[src/rtl/arith_pkg.sv]
// Shared types for the arithmetic capture stage: operand width, FSM encoding
// and the captured result bundle.
package arith_pkg;

  localparam int ARITH_WIDTH = 8;

  typedef enum logic [1:0] {
    IDLE    = 2'd0,
    DRIVE   = 2'd1,
    CAPTURE = 2'd2,
    HOLD    = 2'd3
  } state_t;

  typedef struct packed {
    logic [ARITH_WIDTH-1:0] sum;
    logic [ARITH_WIDTH-1:0] diff;
    logic [ARITH_WIDTH-1:0] prod;
    logic [ARITH_WIDTH-1:0] quot;
    logic [ARITH_WIDTH-1:0] rem;
    logic                   div_zero;
  } res_t;

endpackage

[src/rtl/arith_result_reg.sv]
// Capture/hold register bank for the arithmetic unit results. Loads on
// 'load'; when the captured divisor was zero the quotient and remainder are
// forced to 0 so downstream never sees whatever the unit produced for x/0.
module arith_result_reg
  import arith_pkg::*;
(
  input  logic                   clk,
  input  logic                   rst_n,
  input  logic                   load,
  input  logic                   zero_div,
  input  logic [ARITH_WIDTH-1:0] y1,
  input  logic [ARITH_WIDTH-1:0] y2,
  input  logic [ARITH_WIDTH-1:0] y3,
  input  logic [ARITH_WIDTH-1:0] y4,
  input  logic [ARITH_WIDTH-1:0] y5,
  output res_t                   res
);

  // Result bank: loaded once per transaction, otherwise held.
  always_ff @(posedge clk or negedge rst_n) begin
    if (!rst_n) begin
      res <= '0;
    end else if (load) begin
      res.sum      <= y1;
      res.diff     <= y2;
      res.prod     <= y3;
      res.quot     <= zero_div ? '0 : y4;
      res.rem      <= zero_div ? '0 : y5;
      res.div_zero <= zero_div;
    end
  end

endmodule

[src/rtl/arith_seq_capture.sv]
// Sequential wrapper around the combinational arithmetic unit: accepts an
// operand pair, holds it on a/b for a settle window, captures the five
// results and presents them downstream. One transaction in flight at a time.
module arith_seq_capture
  import arith_pkg::*;
#(
  parameter int WIDTH         = ARITH_WIDTH,
  parameter int SETTLE_CYCLES = 1,
  parameter int CNT_WIDTH     = 16
) (
  input  logic                 clk,
  input  logic                 rst_n,
  input  logic                 in_valid,
  output logic                 in_ready,
  input  logic [WIDTH-1:0]     in_a,
  input  logic [WIDTH-1:0]     in_b,
  output logic [WIDTH-1:0]     a,
  output logic [WIDTH-1:0]     b,
  input  logic [WIDTH-1:0]     y1,
  input  logic [WIDTH-1:0]     y2,
  input  logic [WIDTH-1:0]     y3,
  input  logic [WIDTH-1:0]     y4,
  input  logic [WIDTH-1:0]     y5,
  output logic                 out_valid,
  input  logic                 out_ready,
  output logic [WIDTH-1:0]     r_sum,
  output logic [WIDTH-1:0]     r_diff,
  output logic [WIDTH-1:0]     r_prod,
  output logic [WIDTH-1:0]     r_quot,
  output logic [WIDTH-1:0]     r_rem,
  output logic                 div_zero,
  output logic [CNT_WIDTH-1:0] txn_count
);

  state_t     state, state_nxt;
  logic [3:0] settle_cnt;
  logic       accept, capture, done;
  res_t       res;

  // State register.
  always_ff @(posedge clk or negedge rst_n) begin
    if (!rst_n) state <= IDLE;
    else        state <= state_nxt;
  end

  // Next-state and handshake decode.
  always_comb begin
    state_nxt = state;
    in_ready  = 1'b0;
    accept    = 1'b0;
    capture   = 1'b0;
    done      = 1'b0;
    case (state)
      IDLE: begin
        in_ready = 1'b1;
        if (in_valid) begin
          accept    = 1'b1;
          state_nxt = DRIVE;
        end
      end
      DRIVE: begin
        if (settle_cnt == 4'd0) state_nxt = CAPTURE;
      end
      CAPTURE: begin
        capture   = 1'b1;
        state_nxt = HOLD;
      end
      HOLD: begin
        if (out_ready) begin
          done      = 1'b1;
          state_nxt = IDLE;
        end
      end
      default: state_nxt = IDLE;
    endcase
  end

  // Operand registers: change only on an accepted pair.
  always_ff @(posedge clk or negedge rst_n) begin
    if (!rst_n) begin
      a <= '0;
      b <= '0;
    end else if (accept) begin
      a <= in_a;
      b <= in_b;
    end
  end

  // Settle window counter: loaded on accept, counts down while driving.
  always_ff @(posedge clk or negedge rst_n) begin
    if (!rst_n)                                   settle_cnt <= 4'd0;
    else if (accept)                              settle_cnt <= 4'(SETTLE_CYCLES - 1);
    else if (state == DRIVE && settle_cnt != 4'd0) settle_cnt <= settle_cnt - 4'd1;
  end

  // Output valid: raised by the capture cycle, dropped by the handshake.
  always_ff @(posedge clk or negedge rst_n) begin
    if (!rst_n)       out_valid <= 1'b0;
    else if (capture) out_valid <= 1'b1;
    else if (done)    out_valid <= 1'b0;
  end

  // Completed-handshake counter; wraps silently.
  always_ff @(posedge clk or negedge rst_n) begin
    if (!rst_n)    txn_count <= '0;
    else if (done) txn_count <= txn_count + CNT_WIDTH'(1);
  end

  arith_result_reg u_res (
    .clk      (clk),
    .rst_n    (rst_n),
    .load     (capture),
    .zero_div (b == '0),
    .y1       (y1),
    .y2       (y2),
    .y3       (y3),
    .y4       (y4),
    .y5       (y5),
    .res      (res)
  );

  assign r_sum    = res.sum;
  assign r_diff   = res.diff;
  assign r_prod   = res.prod;
  assign r_quot   = res.quot;
  assign r_rem    = res.rem;
  assign div_zero = res.div_zero;

endmodule

[config.mk]
export PLATFORM = sky130hd
export DESIGN_NAME = arith_seq_capture
export DESIGN_NICKNAME = d
export VERILOG_FILES = /design/src/rtl/arith_pkg.sv /design/src/rtl/arith_result_reg.sv /design/src/rtl/arith_seq_capture.sv
export SDC_FILE = /design/constraint.sdc
export NUM_CORES = 1
export LEC_CHECK = 0
export BUFFER_PORTS_ARGS = -buffer_cell sky130_fd_sc_hd__buf_2
export CORE_UTILIZATION = 30
export CTS_CLUSTER_DIAMETER = 80
export DETAILED_ROUTE_END_ITERATION = 8
export PLACE_DENSITY_LB_ADDON = 0.15
export SYNTH_ARGS = -nofsm -noshare
export SYNTH_HDL_FRONTEND = slang
export SYNTH_SLANG_ARGS = --single-unit
[constraint.sdc]
create_clock -name clk -period 1.8 [get_ports clk]
set_input_delay 0.27 -clock clk [delete_from_list [all_inputs] [get_ports clk]]
set_output_delay 0.27 -clock clk [all_outputs]
set_load 0.03 [all_outputs]
==> summary.md <==
| Metric | Value |
|---|---|
| Crit path capture type | `flip-flop` |
| Final Hold Vio Count | `0` |
| Synthesized flop and latch total | `80` |
| Gate power share | `46.1%` |
| Rows | `38` |
| Max Cap Viol | `0` |
| Most instantiated cells after synthesis | `dfrtp_1, mux2_2, inv_1` |
| Nets | `467` |
| Clk slew on worst S/H paths | `0.06 ns` |
| Crit path top cell by count | `inv_1` |
| Initial antenna violation count | `0` |
| Post-Route WL | `7170 um` |
| Worst Skew | `0.005324 ns` |
| Switching Fraction | `41.28%` |
| Post-synth EDFFs | `0` |
| Tot GR Track Use | `12.71%` |
| Worst path max stage delay | `0.38 ns` |
| Critical Path AT | `1.79 ns` |
| Final setup viols | `0` |
| Syn-to-layout area delta | `34.91%` |
| Fmax | `631.6 MHz` |
| DP HPWL | `5173 um` |
| Asr flop ratio synth | `100.0%` |
| Core Footprint | `10940 sq um` |
| CTS tree | `built` |
| Most area-consuming cells after synthesis | `dfrtp_1, mux2_2, xnor2_1` |
| Met2 WL | `3442 um` |
| Antenna viol nets, final | `0` |
| Largest net degree at the start of global routing | `43` |
| Mapped Nets | `325` |
| Max Used Layer | `met4` |
| Top-count cell post-synth | `dfrtp_1` |
| Required @ worst endpoint | `2.01 ns` |
| IO Port Bufs | `134` |
| Sequential element share of the synthesized area | `59.04%` |
| Max Slew Vio Count | `0` |
| Post-synth top area share | `59.04%` |
| Clk root buf | `clkbuf_16` |
| CTS Sinks | `80` |
| Min setup slack post-route | `0.2166 ns` |
| Psw | `3660 uW` |
| Crit Path Class | `reg -> reg` |
| Rel. slew slack | `69.18%` |
| Int Pwr | `5206 uW` |
| Synth Flop Type | `dfrtp_1` |
| Pre-CTS setup slack | `0.2048 ns` |
| Worst Tran Pin Value | `0.4624 ns` |
| First DRT Iteration DRCs | `71` |
| Initial Util | `31.01%` |
| Util after Layout | `41.83%` |
| Final total power | `8865 uW` |
| DIE AREA | `11730 sq um` |
| Clk_lat worst skew | `0.32 ns` |
| Die H | `108.3 um` |
| Routability cong. | `0.7531` |
| Die width | `108.3 um` |
| DR vias | `2368` |
| IO Count | `135` |
| Mapped Cells | `258` |
| Register share of total power | `33.4%` |
| Non-filler instance count after layout | `545` |
| RSZ-0062 raised after global routing | `false` |
| Slowest CP cell | `dfrtp_1` |
| Worst vdd ir | `0.7734 mV` |
| Number of diodes | `0` |
| Share of layout cells above drive strength 1 | `53.33%` |
| Worst hold path type | `in -> reg` |
| Drt first pass iters | `4` |
| Vias per cell | `4.345` |
| Avg Inst Size Synth | `13.14 sq um` |
| First-pass GRT wire length | `11320 um` |
| Tmin final | `1.583 ns` |
| Grt ovf | `0` |
| Crit path launch type | `flip-flop` |
| Number of global-route vias before repair | `2315` |
| Cell Area, Synth | `3391 sq um` |
| Ordered cell list for the critical path | `inv_1 > ha_1 > inv_1 > a21oi_2 > a221oi_2 > mux2_2` |
| Power per cell area | `1938 nW/um^2` |
| Routed wl met3 | `411 um` |
| Met1 Wirelength | `3228 um` |
| Inserted Clock Buffers | `9` |
| Status | `finished clean` |
| Longest Clk Path Bufs | `2` |
| Syn. warnings | `0` |
| H-tree depth | `3` |
| Final Cycle Share | `87.97%` |
| Routed WL per cell | `13.16 um` |
| Post-synth cell types | `36` |
| Leak | `0.002310 uW` |
| Setup tns final | `0 ns` |
| Clock share of power | `20.5%` |
| Drc violations | `0` |
| Critical-path maximum fanout | `5` |
| Total instance count after detailed placement | `528` |
| Cell taking the most area after synthesis | `dfrtp_1` |
[sequential cells by signal (all words and copies together), names as in the netlist]
signal,count
a,8
out_valid,1
settle_cnt,4
txn_count,16
u_res.res,41
b,8
state,2
[routing by layer]
layer	vias up	GRT usage [%]
li1	1151	-
met1	1133	15.88
met2	77	20.38
met3	7	4.099
met4	0	4.923
met5	-	0
[metrics by stage]
step,area [sq um],hold WS (ns)
6_report,4574,0.1723
5_1_grt,4574,0.1607
4_1_cts,4574,0.1553
3_5_place_dp,4263,0.2594
3_3_place_gp,4263,0.2578
2_1_floorplan,3391,-0.02559
[cell families after synthesis]
group / share of synthesized area, %
and+or+nand+nor: 8.931
buffers and inverters: 4.576
adders and majority gates: 2.583
AOI/OAI and AO/OA: 5.904
DFF: 59.04
muxes: 14.58
xor gates and xnor gates: 4.391
[cells in the final DEF, fill, tap and decap left out, drive strengths merged, types with 2 or more instances in the layout]
cell	netlist	layout
a21oi	2	2
xnor2	11	11
nor2	9	9
inv	25	25
and3	3	3
xor2	6	6
nand2	23	23
dfrtp	80	80
clkbuf	3	14
or4	2	2
or3	2	2
nand3	5	5
buf	7	140
mux2	43	43
nand4	2	2
ha	7	7
a211oi	2	2
o22ai	16	16
nor3	4	4
[area by class of cell]
cell class                      count  area, sq um
Sequential cell                    80         2002
Clock buffer                       14        264.0
Clock inverter                      2        37.54
Fill cell                        1091         6361
Timing Repair Buffer              141        765.7
Inverter                           25        93.84
Multi-Input combinational cell    143         1236
Tap cell                          140        175.2
[worst paths after layout]
kind | start | cells after the start | slack [ns] | to
max | state[1]$_DFFE_PN0P_ | 6 | 0.22 | state[1]$_DFFE_PN0P_
min | in_b[4] | 2 | 0.17 | b[4]$_DFFE_PN0P_
max reg2reg | state[1]$_DFFE_PN0P_ | 6 | 0.22 | state[1]$_DFFE_PN0P_
min reg2reg | txn_count[15]$_DFFE_PN0P_ | 1 | 0.48 | txn_count[15]$_DFFE_PN0P_
max in group asynchronous | rst_n | 3 | 0.76 | u_res.res[10]$_DFFE_PN0P_
min in group asynchronous | rst_n | 2 | 0.44 | txn_count[9]$_DFFE_PN0P_
[timing repair]
action	in CTS	in global routing
resized for setup	0	0
hold buffers	1	0
buffers inserted	0	0
endpoints found under the hold margin	32	0
[worst max-delay path, delay by kind of cell (launching register included)]
kind            cells  cell delay (ns)
flops               1             0.38
mux                 1             0.37
compound gates      2             0.35
buf+inv             2             0.18
fa+ha+maj           1             0.18
[power groups by stage]
| stage | clock network [uW] | logic (uW) | registers (uW) |
|---|---|---|---|
| after floorplan | 0 | 1510 | 4380 |
| after global placement | 0 | 4100 | 2970 |
| after detailed placement | 0 | 4130 | 3000 |
| after CTS | 1900 | 4140 | 2980 |
| after global routing | 1960 | 4390 | 3070 |
| final | 1820 | 4080 | 2960 |
No activity file was read; power rests on OpenSTA's default activity.
